`src/rtl/uart_pkg.sv`:
```
// uart_pkg -- shared definitions for the memory-mapped UART transmitter.
//
// Holds the register offsets (addr[3:2] word index), the STATUS bit
// positions, the transmit FSM state encoding and a helper that packs the
// STATUS word. Imported by mmio_uart_tx.
package uart_pkg;

  // Word index of each register (addr[3:2]).
  localparam logic [1:0] REG_TXDATA = 2'd0;  // 0x0, write-only byte push
  localparam logic [1:0] REG_STATUS = 2'd1;  // 0x4, read / write-1-to-clear
  localparam logic [1:0] REG_COUNT  = 2'd2;  // 0x8, FIFO occupancy
  localparam logic [1:0] REG_RSVD   = 2'd3;  // 0xC, reads zero

  // STATUS bit positions.
  localparam int STAT_FULL  = 0;
  localparam int STAT_EMPTY = 1;
  localparam int STAT_BUSY  = 2;
  localparam int STAT_OVF   = 3;

  // Transmit FSM encoding.
  typedef enum logic [1:0] {
    TX_IDLE  = 2'd0,
    TX_START = 2'd1,
    TX_DATA  = 2'd2,
    TX_STOP  = 2'd3
  } tx_state_t;

  // Pack the STATUS word; all bits above STAT_OVF read as zero.
  function automatic logic [31:0] status_word(input logic ovf, input logic busy,
                                              input logic empty, input logic full);
    logic [31:0] w;
    w             = 32'd0;
    w[STAT_FULL]  = full;
    w[STAT_EMPTY] = empty;
    w[STAT_BUSY]  = busy;
    w[STAT_OVF]   = ovf;
    return w;
  endfunction

endpackage

```
`src/rtl/sync_fifo.sv`:
```
// sync_fifo -- single-clock first-word-fall-through FIFO.
//
// Parameters: DEPTH (power of two, >= 2), WIDTH (data bits).
// Ports:
//   clk, rst        clock, asynchronous active-high reset (empties FIFO)
//   push, wdata     write request and data; accepted when not full, or when
//                   full and a pop happens in the same cycle
//   pop             read request; ignored when empty
//   rdata           head entry (valid whenever empty=0)
//   full, empty     occupancy flags
//   count           occupancy, 0..DEPTH
module sync_fifo #(
  parameter int DEPTH = 16,
  parameter int WIDTH = 8,
  localparam int AW = $clog2(DEPTH),
  localparam int CW = $clog2(DEPTH + 1)
) (
  input  logic             clk,
  input  logic             rst,
  input  logic             push,
  input  logic             pop,
  input  logic [WIDTH-1:0] wdata,
  output logic [WIDTH-1:0] rdata,
  output logic             full,
  output logic             empty,
  output logic [CW-1:0]    count
);

  logic [WIDTH-1:0] mem [DEPTH];
  logic [AW-1:0]    wr_ptr_r;
  logic [AW-1:0]    rd_ptr_r;
  logic [CW-1:0]    count_r;
  logic             do_push;
  logic             do_pop;

  assign full  = (count_r == CW'(DEPTH));
  assign empty = (count_r == {CW{1'b0}});
  assign count = count_r;
  assign rdata = mem[rd_ptr_r];

  // A pop frees a slot in the same cycle, so a full FIFO still takes a push then.
  assign do_pop  = pop && !empty;
  assign do_push = push && (!full || do_pop);

  // Pointer and occupancy update; pointers wrap naturally at DEPTH (power of two).
  always_ff @(posedge clk or posedge rst) begin
    if (rst) begin
      wr_ptr_r <= {AW{1'b0}};
      rd_ptr_r <= {AW{1'b0}};
      count_r  <= {CW{1'b0}};
    end else begin
      if (do_push) begin
        wr_ptr_r <= wr_ptr_r + AW'(1);
      end
      if (do_pop) begin
        rd_ptr_r <= rd_ptr_r + AW'(1);
      end
      case ({do_push, do_pop})
        2'b10:   count_r <= count_r + CW'(1);
        2'b01:   count_r <= count_r - CW'(1);
        default: count_r <= count_r;
      endcase
    end
  end

  // Storage array; contents need no reset because occupancy gates every read.
  always_ff @(posedge clk) begin
    if (do_push) begin
      mem[wr_ptr_r] <= wdata;
    end
  end

endmodule

```
`src/rtl/mmio_uart_tx.sv`:
```
// mmio_uart_tx -- memory-mapped 8N1 UART transmitter with a TX byte FIFO.
//
// Parameters: FIFO_DEPTH (power of two, 2..256), CLKS_PER_BIT (>= 2).
// Ports:
//   clk, rst     clock, asynchronous active-high reset
//   sel, we      bus access strobe for this block, store (1) / load (0)
//   addr         byte offset; bits [3:2] select TXDATA/STATUS/COUNT/reserved
//   wdata        store data
//   rdata        load data, combinational; zero when sel=0
//   tx           registered serial output, idle high
//   irq          high while the FIFO is empty and the transmitter is idle
module mmio_uart_tx
  import uart_pkg::*;
#(
  parameter int FIFO_DEPTH   = 16,
  parameter int CLKS_PER_BIT = 16
) (
  input  logic        clk,
  input  logic        rst,
  input  logic        sel,
  input  logic        we,
  input  logic [3:0]  addr,
  input  logic [31:0] wdata,
  output logic [31:0] rdata,
  output logic        tx,
  output logic        irq
);

  localparam int CW = $clog2(FIFO_DEPTH + 1);
  localparam int BW = $clog2(CLKS_PER_BIT);
  localparam logic [BW-1:0] BAUD_LAST = BW'(CLKS_PER_BIT - 1);

  tx_state_t     state_r;
  logic [BW-1:0] baud_cnt_r;
  logic [2:0]    bit_idx_r;
  logic [7:0]    shift_r;
  logic          tx_r;
  logic          ovf_r;

  logic [1:0]    reg_idx;
  logic          txdata_wr;
  logic          status_wr;
  logic          fifo_pop;
  logic [7:0]    fifo_rdata;
  logic          fifo_full;
  logic          fifo_empty;
  logic [CW-1:0] fifo_count;
  logic          baud_done;
  logic          busy;
  logic          unused_bits;

  assign reg_idx   = addr[3:2];
  assign txdata_wr = sel && we && (reg_idx == REG_TXDATA);
  assign status_wr = sel && we && (reg_idx == REG_STATUS) && wdata[STAT_OVF];
  assign baud_done = (baud_cnt_r == BAUD_LAST);
  assign busy      = (state_r != TX_IDLE);
  assign tx        = tx_r;
  assign irq       = fifo_empty && !busy;

  // Byte-lane offset bits and upper store data carry no meaning here.
  assign unused_bits = ^{addr[1:0], wdata[31:8]};

  sync_fifo #(
    .DEPTH (FIFO_DEPTH),
    .WIDTH (8)
  ) u_fifo (
    .clk   (clk),
    .rst   (rst),
    .push  (txdata_wr),
    .pop   (fifo_pop),
    .wdata (wdata[7:0]),
    .rdata (fifo_rdata),
    .full  (fifo_full),
    .empty (fifo_empty),
    .count (fifo_count)
  );

  // Pop request: the FSM takes a byte when leaving IDLE or at the end of STOP.
  always_comb begin
    fifo_pop = 1'b0;
    if (state_r == TX_IDLE) begin
      fifo_pop = !fifo_empty;
    end else if ((state_r == TX_STOP) && baud_done) begin
      fifo_pop = !fifo_empty;
    end else begin
      fifo_pop = 1'b0;
    end
  end

  // Sticky overflow: a store that finds the FIFO full with no pop is dropped.
  always_ff @(posedge clk or posedge rst) begin
    if (rst) begin
      ovf_r <= 1'b0;
    end else if (txdata_wr && fifo_full && !fifo_pop) begin
      ovf_r <= 1'b1;
    end else if (status_wr) begin
      ovf_r <= 1'b0;
    end else begin
      ovf_r <= ovf_r;
    end
  end

  // Transmit FSM; tx is updated on the same edge as the state so it never glitches.
  always_ff @(posedge clk or posedge rst) begin
    if (rst) begin
      state_r    <= TX_IDLE;
      baud_cnt_r <= {BW{1'b0}};
      bit_idx_r  <= 3'd0;
      shift_r    <= 8'd0;
      tx_r       <= 1'b1;
    end else begin
      case (state_r)
        TX_IDLE: begin
          baud_cnt_r <= {BW{1'b0}};
          bit_idx_r  <= 3'd0;
          if (fifo_pop) begin
            state_r <= TX_START;
            shift_r <= fifo_rdata;
            tx_r    <= 1'b0;
          end else begin
            tx_r    <= 1'b1;
          end
        end
        TX_START: begin
          if (baud_done) begin
            baud_cnt_r <= {BW{1'b0}};
            bit_idx_r  <= 3'd0;
            state_r    <= TX_DATA;
            tx_r       <= shift_r[0];
          end else begin
            baud_cnt_r <= baud_cnt_r + BW'(1);
          end
        end
        TX_DATA: begin
          if (baud_done) begin
            baud_cnt_r <= {BW{1'b0}};
            if (bit_idx_r == 3'd7) begin
              state_r <= TX_STOP;
              tx_r    <= 1'b1;
            end else begin
              bit_idx_r <= bit_idx_r + 3'd1;
              shift_r   <= {1'b0, shift_r[7:1]};
              tx_r      <= shift_r[1];
            end
          end else begin
            baud_cnt_r <= baud_cnt_r + BW'(1);
          end
        end
        TX_STOP: begin
          if (baud_done) begin
            baud_cnt_r <= {BW{1'b0}};
            bit_idx_r  <= 3'd0;
            // Chaining straight into START keeps back-to-back frames gapless.
            if (fifo_pop) begin
              state_r <= TX_START;
              shift_r <= fifo_rdata;
              tx_r    <= 1'b0;
            end else begin
              state_r <= TX_IDLE;
              tx_r    <= 1'b1;
            end
          end else begin
            baud_cnt_r <= baud_cnt_r + BW'(1);
          end
        end
        default: begin
          state_r    <= TX_IDLE;
          baud_cnt_r <= {BW{1'b0}};
          bit_idx_r  <= 3'd0;
          tx_r       <= 1'b1;
        end
      endcase
    end
  end

  // Load data mux; loads have no side effects and an unselected bus reads zero.
  always_comb begin
    rdata = 32'd0;
    if (sel) begin
      case (reg_idx)
        REG_STATUS: rdata = status_word(ovf_r, busy, fifo_empty, fifo_full);
        REG_COUNT:  rdata = {{(32 - CW){1'b0}}, fifo_count};
        REG_TXDATA: rdata = 32'd0;
        REG_RSVD:   rdata = 32'd0;
        default:    rdata = 32'd0;
      endcase
    end else begin
      rdata = 32'd0;
    end
  end

endmodule

```
`config.mk`:
```
export PLATFORM = sky130hd
export DESIGN_NAME = mmio_uart_tx
export DESIGN_NICKNAME = d
export VERILOG_FILES = /design/src/rtl/uart_pkg.sv /design/src/rtl/sync_fifo.sv /design/src/rtl/mmio_uart_tx.sv
export SDC_FILE = /design/constraint.sdc
export NUM_CORES = 1
export LEC_CHECK = 0
export CORE_MARGIN = 2
export CORE_UTILIZATION = 26
export DETAILED_ROUTE_END_ITERATION = 8
export GPL_TIMING_DRIVEN = 0
export PLACE_DENSITY = 0.39
export SLEW_MARGIN = 40
export SYNTH_ARGS = -nofsm -noshare
export SYNTH_HDL_FRONTEND = slang
export SYNTH_HIERARCHICAL = 1
export SYNTH_SLANG_ARGS = --single-unit
```
`constraint.sdc`:
```
create_clock -name clk -period 8.26 [get_ports clk]
set_input_delay 1.652 -clock clk [delete_from_list [all_inputs] [get_ports clk]]
set_output_delay 1.652 -clock clk [all_outputs]
set_load 0.05 [all_outputs]
```
## Word-level counts from Yosys, hierarchy flattened

Memories as Yosys holds them, arrays and structs flattened.
Index checks and enable logic that the tools add are counted.

| operators by class | value |
|---|---|
| muxes and demuxes | 33 |
| shift-type cells | 0 |
| multiply operators | 0 |
| div/mod/pow operators | 0 |
| equal/unequal tests | 18 |
| reduce and logical (&&, ||, !) cells | 29 |
| $add $sub $neg | 6 |
| magnitude comparators | 0 |
| bitwise gates (word level) | 0 |

Operators with widths:

| cell | number |
|---|---|
| 32-bit case mux with 3 select lines | 1 |
| 32-bit two-way mux | 1 |
| 8-bit two-way mux | 4 |
| 8-bit case mux with 3 select lines | 1 |
| 4-bit by 1-bit adder with 4-bit output, second input constant | 3 |
| 1-bit two-way mux | 12 |
| 2-bit inequality test, second input constant | 6 |
| 2-bit == test, second input constant | 5 |
| 1-bit logical AND | 10 |
| 2-bit two-way mux | 5 |
| 5-bit case mux with 2 select lines | 1 |
| 3-bit two-way mux | 3 |
| 3-bit case mux with 3 select lines | 1 |
| 2-bit case mux with 4 select lines | 1 |
| 4-bit case mux with 2 select lines | 1 |
| 2-bit by 1-bit == test with 1-bit output, second input constant | 3 |
| 3-bit AND reduction | 2 |
| 2-bit nonzero test | 3 |
| 5-bit by 1-bit adder with 5-bit output, second input constant | 1 |
| 5-bit == test, second input constant | 1 |
| 5-bit logical NOT | 1 |
| 5-bit AND reduction | 1 |
| 5-bit by 1-bit subtractor with 5-bit output, second input constant | 1 |
| 4-bit == test, second input constant | 1 |
| other kinds (12) | 17 |

| storage, ports and cells | value |
|---|---|
| output and inout port bits | 34 |
| memory bits (read-only) | 0 |
| bits in latches | 0 |
| memories kept | 1 |
| RAM bits | 128 |
| bits of input ports | 40 |
| bits in registers | 32 |

Memory list:

| name | words | bits a word | read ports | clocked after memory_dff | wr ports | line | RTL |
|---|---|---|---|---|---|---|---|
| u_fifo.mem | 16 | 8 | 1 | 0 | 1 | sync_fifo.sv:29 | `logic [WIDTH-1:0] mem [DEPTH];` |

## Depth between registers and ports, before layout

Gate-level depths: netlist of run 1.

| depth | value |
|---|---|
| word-level depth | 9 |
| mapped depth | 12 |
| depth with buffers taken out | 12 |

## By module

Netlist of run 1, hierarchy kept.

Modules (own cells, without submodules):

| module | seq. area each (sq um) | area an instance (sq um) | cells each | times used |
|---|---|---|---|---|
| sync_fifo | 4,169.0 | 5,749.3 | 296 | 1 |
| mmio_uart_tx | 476.7 | 1,350.0 | 135 | 1 |

## Worst setup path before layout of run 1

No wires, ideal clock.

| timing | value |
|---|---|
| path kind | input -> output |
| start point | input addr[3] |
| end point | output rdata[0] |
| path slack | 3,891 ps |
| cell stages on the path | 3 |
| arrival time | 2,717 ps |
| data required time | 6,608 ps |
| path through | nor2b_1 a22oi_1 nor2b_1 |

| on the way | value |
|---|---|
| longest elaborated chain between the ends | 4 |
| elaborated cells between the ends (all ways) | 7 |
| classes of those cells | eq/ne (3); mux (2); reduce/logical (2) |

RTL lines:

| item | line | RTL |
|---|---|---|
| start: declaration | mmio_uart_tx.sv:22 | `input logic [3:0] addr,` |
| 2-bit == test or 2-bit logical NOT (tied branches) | mmio_uart_tx.sv:180 | `case (reg_idx)` |
| 2-bit OR reduction (no line) | -- |  |
| 32-bit case mux with 3 select lines (*) | mmio_uart_tx.sv:180 |  |
| 32-bit two-way mux (*) | mmio_uart_tx.sv:179 | `if (sel) begin` |
| end: declaration | mmio_uart_tx.sv:24 | `output logic [31:0] rdata,` |

Every way passes the cells marked *; elsewhere a longest branch is shown, timed or not. The select of a mux whose other input is x is not followed.

## Final worst setup path of run 1

Ends and elaborated chain as after synthesis.

==> flow_summary.ini, run 1 <==
[critical_path]
required_ns = 6.61
slowest_stage = clkdlybuf4s50_1
critPathBufInv = 2
crit_chain = clkdlybuf4s50_1 > nor2b_1 > a22oi_1 > nor2b_1 > clkdlybuf4s50_1
rr_worst_depth = 7
path_class = in -> out
critical_path.endpoint_type = output pin
reg2reg_to = u_fifo/mem[0][3]
crit_family = buffers and inverters
cp-startpoint = addr[3]
startpoint_type = primary input
max_stage_delay_ns = 0.81
reg2reg_slack_ns = 5.12
path_depth = 5
critPathCapture = rdata[0]
cp_max_fo = 5
r2r_start = u_fifo/count[1]
arrival_ns = 3.56

[clocking]
cts_buffers = 17
cts_buffer_depth = 2
cts_tree = yes
postCtsSetupBuffers = 0
clk_pin_slew_ns = 0.07
clock_sinks = 160
post_cts_resized = 0
clockRootBuffer = clkbuf_16
clock_latency_ns = 0.43
cts_max_level = 4
holdBufCountCts = 0

[place]
port_buffers = 20
hpwl_um = 10700
gp_congestion = 0.6977
placed_cell_area_um2 = 7824

[die]
ioPinCount = 74
die_y_um = 169.2
rows = 60
fp.dieArea_um2 = 28640
dieWidth_um = 169.2
initial_utilization = 0.2642
core_um2 = 26880

[routing]
wl_met1_um = 7584
num_vias = 3814
top_layer = met4
dr.pass1.iters = 4
wl_um = 16060
drtAntennaViolNets = 0
wl_per_cell_um = 18.90
route.met3.wl_um = 742
detail_route.vias_per_cell = 4.487
drt_iter0_drc = 265
drc = 0
wl_met2_um = 7647

[min_path]
hp-class = reg -> reg

[sta]
period_minus_slack_ns = 5.215
skew_ns = 0.01171
max_slew_margin = 0.4704
drv_slew = 0
worst_pin_slew_ns = 0.7944
tns_ns = 0
fmax_ghz = 0.1918
finalHoldViolCount = 0
rsz0062_at_grt = false
setup_viol = 0
whs_ns = 0.4912
finalCritPeriodShare = 0.6313

[final_layout]
area_growth_pct = 18.59
fin_util = 0.3133
finish.instance_area_um2 = 8419
diodes = 0
layout.nets = 553
layout-drive-gt1-share = 0.2475

[yosys]
seq_area_frac_synth = 0.6544
ys_types = 53
ys.flop_type = edfxtp_1
yosys-top-cells-count = edfxtp_1, mux4_2, dfrtp_1
synthTopCellsByArea = edfxtp_1, dfrtp_1, mux4_2, buf_4, ha_1
synth_async_sr_flop_share = 0.2000
synth_most_common_cell = edfxtp_1
synth-edff-count = 128
syn_inst = 431
ys_warn_count = 6
yosys.area.top_type = edfxtp_1
ys_ff_latch = 160
synth.top_cell.area_share = 0.5414
syn_area_per_cell_um2 = 16.47
syn_area_um2 = 7099

[power_and_ir_drop]
ir_worst_vdd_mv = 0.1313
leakagePower_nw = 3.057
power_mw = 1.896
p_per_area_nw_per_um2 = 225.2

[grt]
grt_use_total = 0.1184
grt_pass1_vias = 3883
grt_max_degree = 20
grt_pass1_wl_um = 24620
gr-total-overflow = 0
antenna_found_initial = 0

[run]
cap_violations = 0

[run_status]
status = finished clean
cell usage in the layout (no fill, tap or decap), types with 3 or more instances in the layout:
master,n
clkinv_8,4
inv_1,14
clkbuf_1,5
ha_1,16
inv_8,4
clkbuf_16,17
buf_2,4
edfxtp_1,128
and3_1,18
conb_1,27
buf_4,29
nand2b_1,5
inv_6,3
mux2_2,17
a21oi_1,8
nand2_1,14
dfrtp_1,31
a22oi_1,20
nand4_1,3
xnor2_1,9
and2_1,4
mux4_2,32
a32o_1,3
clkdlybuf4s50_1,20
o21ai_0,5
nand3_1,7
nor2_1,6
nor3_1,4
nor2b_1,11
where the power goes:
group	leakage (nW)	internal (mW)	switching, mW
sequential	1.55	0.896	0.0294
combinational	1.22	0.0735	0.120
clock	0.283	0.407	0.371
total	3.06	1.38	0.520
tightest hold or removal path, delay by kind of cell (launching register included):
kind	cells	cell delay [ns]
compound gates	1	0.06
simple gates	1	0.05
flops	1	0.35
cell type report:
type                       count  area [µm²]
buffer                        42       280.3
clock buffer                  17       425.4
clock inverter                15       168.9
fill                        2659       18460
inverter                      15       56.30
multi-input combinational    240        2216
sequential                   160        4646
tap                          341       426.7
timing repair buffer          20       200.2
per-stage QoR:
stage | setup slack, ns | instances
global placement | 3.070 | 818
floorplan | 3.891 | 457
global route | 2.935 | 850
detailed placement | 3.048 | 818
CTS | 3.045 | 850
finish | 3.045 | 850
per-layer routing:
layer	vias to the layer above	global-route usage
met5	-	0
met4	0	0.02453
met3	5	0.02915
met2	85	0.1899
met1	1963	0.1635
li1	1761	-
kinds of logic (layout without fill, tap and decap cells):
| group | count (synthesis) | after routing | synth area share |
|---|---|---|---|
| compound gates | 54 | 54 | 0.05569 |
| xor+xnor | 10 | 10 | 0.01234 |
| fa+ha+maj | 17 | 17 | 0.03102 |
| buf+inv | 57 | 109 | 0.04723 |
| flops | 160 | 160 | 0.6544 |
| mux | 52 | 52 | 0.1334 |
| other cells | 1 | 27 | 0.0005282 |
| simple gates | 80 | 80 | 0.06539 |
how the worst min path moves through the flow:
stage	start	endpoint	slack (ns)	cells past startpoint
final	ovf_r	ovf_r	0.49	2
after global routing	u_fifo/wr_ptr_r[3]	u_fifo/wr_ptr_r[3]	0.52	1
after CTS	u_fifo/wr_ptr_r[3]	u_fifo/wr_ptr_r[3]	0.50	1
after detailed placement	ovf_r	ovf_r	0.48	2
after global placement	u_fifo/wr_ptr_r[2]	u_fifo/wr_ptr_r[2]	0.48	1
after floorplan	ovf_r	ovf_r	0.45	2
registers in the layout, indices dropped and copies added (netlist names), 2 cells and up:
name / flops
baud_cnt_r: 4
state_r: 2
shift_r: 8
u_fifo/rd_ptr_r: 4
u_fifo/mem: 128
u_fifo/count: 5
bit_idx_r: 3
u_fifo/wr_ptr_r: 4
Note: power is estimated with default switching activity, not from simulation.
==> inputs of run 2 (changes only) <==
- PLACE_DENSITY: 0.39 -> 0.4
- clock period: 8.26 -> 4.65 ns (I/O delays scaled with it)
==> flow_summary.ini, run 2 (same netlist as run 1, synthesis figures left out) <==
[final_layout]
layout-drive-gt1-share = 0.2436
nFillCells = 2649
regMostFlops = u_fifo/mem
diodes = 0
finish.instance_area_um2 = 8461
area_growth_pct = 19.18
layout.nets = 553
largest_register_ffs = 128
layout_common_cells = edfxtp_1, mux4_2, dfrtp_1
final_common_cell = edfxtp_1

[sta]
worst_pin_slew_ns = 0.8644
finalHoldViolCount = 0
period_minus_slack_ns = 3.808
max_slew_margin = 0.4237
skew_ns = 0.01369
setup_viol = 0
finalCritPeriodShare = 0.8189
rsz0062_at_grt = false
drv_slew = 0
fmax_ghz = 0.2626
tns_ns = 0

[power_and_ir_drop]
leakagePower_nw = 3.080
power_switching_mw = 0.9095
p_int_mw = 2.554
power_frac_seq = 0.475
swShare = 0.2626
p_per_area_nw_per_um2 = 409.4
ir_worst_vdd_mv = 0.2308
clkPwrFrac = 0.426
comb_power_share = 0.098

[die]
core_um2 = 26880
die_y_um = 169.2
ioPinCount = 74
fp.dieArea_um2 = 28640
dieWidth_um = 169.2
initial_utilization = 0.2642
rows = 60

[grt]
antenna_found_initial = 0
gr-total-overflow = 0
grt_use_total = 0.1172
grt_pass1_wl_um = 24250
grt_pass1_vias = 3985
grt_max_degree = 20

[clocking]
post_cts_resized = 0
clk_pin_slew_ns = 0.07
holdBufCountCts = 0
cts_buffer_depth = 2
cts_max_level = 4
clockRootBuffer = clkbuf_16
clock_sinks = 160
postCtsSetupBuffers = 0
cts_buffers = 17
cts_tree = yes
clock_latency_ns = 0.43

[routing]
wl_um = 15650
dr.pass1.iters = 5
detail_route.vias_per_cell = 4.481
drc = 0
wl_per_cell_um = 18.42
num_vias = 3809
drtAntennaViolNets = 0
drt_iter0_drc = 224

[place]
gp_congestion = 0.7317
hpwl_um = 10650
placed_cell_area_um2 = 7824
port_buffers = 20

[run_status]
status = finished clean

[critical_path]
cp_max_fo = 7
arrival_ns = 2.88
critical_path.endpoint_type = output pin
startpoint_type = register
path_class = reg -> out
required_ns = 3.72

[run]
cap_violations = 0

[min_path]
hp-class = reg -> reg
[run 2: cell types whose count changed in the layout (fill, tap and decap cells not counted)]
| cell | before | now |
|---|---|---|
| bufinv_16 | 0 | 2 |
| clkinv_4 | 2 | 1 |
| inv_8 | 4 | 6 |
| inv_2 | 1 | 0 |
| clkinv_1 | 0 | 1 |
| clkinv_8 | 4 | 3 |
| clkbuf_2 | 1 | 0 |
| clkinvlp_4 | 2 | 0 |
| clkbuf_1 | 5 | 6 |
[run 2: path summary, 6_finish.rpt]
kind                            slack (ns)  cells after the start                 end          startpoint
worst max-delay path                  0.84                      6            rdata[1]     u_fifo/count[1]
worst min register to register        0.50                      1  u_fifo/wr_ptr_r[2]  u_fifo/wr_ptr_r[2]
worst min-delay path                  0.50                      1  u_fifo/wr_ptr_r[2]  u_fifo/wr_ptr_r[2]
max in group asynchronous             3.33                      2  u_fifo/rd_ptr_r[3]                 rst
worst max register to register        1.49                     11     u_fifo/count[4]     u_fifo/count[2]
min in group asynchronous             0.93                      2               ovf_r                 rst
[run 2: power groups by stage]
stage / combinational [mW] / clock [mW] / sequential, mW
after global placement: 0.337 / 0 / 1.68
after global routing: 0.379 / 1.57 / 1.65
final: 0.341 / 1.48 / 1.65
after CTS: 0.344 / 1.52 / 1.65
after detailed placement: 0.342 / 0 / 1.68
after floorplan: 0.254 / 0 / 1.66
[run 2: metrics by stage]
step	hold slack [ns]	setup slack [ns]	util	cells	power [mW]
floorplan	0.4488	1.725	-	457	1.914
global placement	0.4744	0.9039	0.2911	818	2.012
detailed placement	0.4897	0.8519	0.2911	818	2.020
CTS	0.5070	0.8179	0.3148	850	3.509
global route	0.5211	0.6663	0.3148	850	3.607
finish	0.4986	0.8419	0.3148	850	3.464
[run 2: area by class of cell]
type,count,area [µm²],area share
repair buffers,20,200.2,0.02366
clock inverters,15,211.5,0.02499
inverters,15,56.30,0.006655
multi-input cells,240,2216,0.2619
plain buffers,42,279.0,0.03298
flip-flops and latches,160,4646,0.5491
clock buffers,17,425.4,0.05028
well taps,341,426.7,0.05043
[run 2: critical path, cell delays in order (launching register included)]
cell             delay [ns]
dfrtp_1                0.46
nor4_4                 0.51
nand2b_1               0.19
inv_1                  0.23
a22oi_1                0.11
nor2b_1                0.13
clkdlybuf4s50_1        0.82
[run 2: metal layers]
layer	up-vias	global-route usage	wire length (µm)
li1	1756	-	-
met1	1966	0.1527	7062
met2	77	0.1952	7913
met3	10	0.02542	490
met4	0	0.03716	188
met5	-	0	0
==> inputs of run 3 (changes only) <==
- clock period: 4.65 -> 3.3 ns (I/O delays scaled with it)
==> flow_summary.ini, run 3 (same netlist as run 1, synthesis figures left out) <==
[routing]
wl_per_cell_um = 18.49
detail_route.vias_per_cell = 4.498
wl_um = 15720
num_vias = 3823
drtAntennaViolNets = 0
drc = 0
drt_iter0_drc = 214
dr.pass1.iters = 4

[final_layout]
layout.nets = 553
regMostFlops = u_fifo/mem
final_common_cell = edfxtp_1
largest_register_ffs = 128
fin_util = 0.3148
layout_common_cells = edfxtp_1, mux4_2, dfrtp_1
diodes = 0
area_growth_pct = 19.16
layout-drive-gt1-share = 0.2475

[place]
port_buffers = 20
gp_congestion = 0.7317
hpwl_um = 10650

[power_and_ir_drop]
p_per_area_nw_per_um2 = 577.4
power_mw = 4.884
leakagePower_nw = 3.122
ir_worst_vdd_mv = 0.3258

[critical_path]
cpMostUsedCell = clkdlybuf4s50_1
path_class = in -> out
crit_chain = clkdlybuf4s50_1 > nor2b_1 > and3_1 > clkdlybuf4s50_1
arrival_ns = 2.49
critical_path.endpoint_type = output pin
max_stage_delay_ns = 0.80
cp_max_fo = 5
slowest_stage = clkdlybuf4s50_1
required_ns = 2.64
startpoint_type = primary input

[sta]
worst_pin_slew_ns = 0.8671
max_slew_margin = 0.4220
finalCritPeriodShare = 0.9552
period_minus_slack_ns = 3.152
drv_slew = 0
whs_ns = 0.4984
fmax_ghz = 0.3172
skew_ns = 0.01669
setup_viol = 0
finalHoldViolCount = 0

[clocking]
holdBufCountCts = 0
postCtsSetupBuffers = 0
cts_tree = yes
clock_sinks = 160
clockRootBuffer = clkbuf_16
cts_buffers = 17
clock_latency_ns = 0.43
cts_buffer_depth = 2
clk_pin_slew_ns = 0.07
cts_max_level = 4

[die]
ioPinCount = 74
fp.dieArea_um2 = 28640
initial_utilization = 0.2642
die_y_um = 169.2
dieWidth_um = 169.2
core_um2 = 26880
rows = 60

[grt]
antenna_found_initial = 0
gr-total-overflow = 0
grt_pass1_vias = 3985
grt_pass1_wl_um = 24250
grt_max_degree = 20
grt_use_total = 0.1172

[min_path]
hp-class = reg -> reg

[run_status]
status = finished clean

[run]
cap_violations = 0
-- run 3: changes by cell type in the layout (fill, tap and decap cells not counted), sizes merged --
cell,change
dlymetal6s2s,+2
dlygate4sd2,+1
clkbuf,+2
clkdlybuf4s50,-5
-- run 3: what timing repair did --
action / 4_1_cts / 5_1_grt
resized for setup: 3 / 7
setup endpoints to repair: 3 / 32
pin swaps: 0 / 0
gates cloned: 0 / 0
-- run 3: area by class of cell --
class                   instances  area [µm²]
clock inverters                15       211.5
clock buffers                  17       425.4
fillers                      2646       18420
inverters                      15       56.30
multi-input cells             240        2221
repair buffers                 20       193.9
plain buffers                  42       279.0
flip-flops and latches        160        4646
well taps                     341       426.7
-- run 3: power by group --
group          leakage (nW)  internal (mW)  switching [mW]
Clock                 0.312           1.17           0.910
Sequential             1.55           2.24          0.0776
Combinational          1.26          0.182           0.300
Total                  3.12           3.60            1.29
-- run 3: final timing paths --
check / start / end / slack [ns] / cells after the start
setup reg to reg: u_fifo/count[1] / u_fifo/count[4] / 0.30 / 12
max in group asynchronous: rst / u_fifo/rd_ptr_r[3] / 2.25 / 2
hold reg to reg: u_fifo/wr_ptr_r[2] / u_fifo/wr_ptr_r[2] / 0.50 / 1
setup / recovery: addr[3] / rdata[4] / 0.15 / 4
min in group asynchronous: rst / ovf_r / 0.66 / 2
hold / removal: u_fifo/wr_ptr_r[2] / u_fifo/wr_ptr_r[2] / 0.50 / 1
-- run 3: critical path, delay by kind of cell --
kind	cells	cell delay, ns
buffers and inverters	2	1.31
AND/OR/NAND/NOR	2	0.53
-- run 3: per-layer routing --
layer,part of all wire,vias up,global-route usage
met5,0,-,0
met4,0.011,0,0.03716
met3,0.029,11,0.02542
met2,0.50,78,0.1952
met1,0.46,1977,0.1527
li1,-,1757,-
-- run 3: metrics by stage --
step | instance area, µm² | std cells | setup slack (ns) | setup TNS, ns
after floorplan | 7197 | 457 | 0.6271 | 0
after global placement | 7824 | 818 | -0.1622 | -16.71
after detailed placement | 7824 | 818 | -0.2281 | -22.98
after CTS | 8457 | 850 | 0.01914 | 0
after global routing | 8459 | 850 | -0.006156 | -0.006156
final | 8459 | 850 | 0.1479 | 0
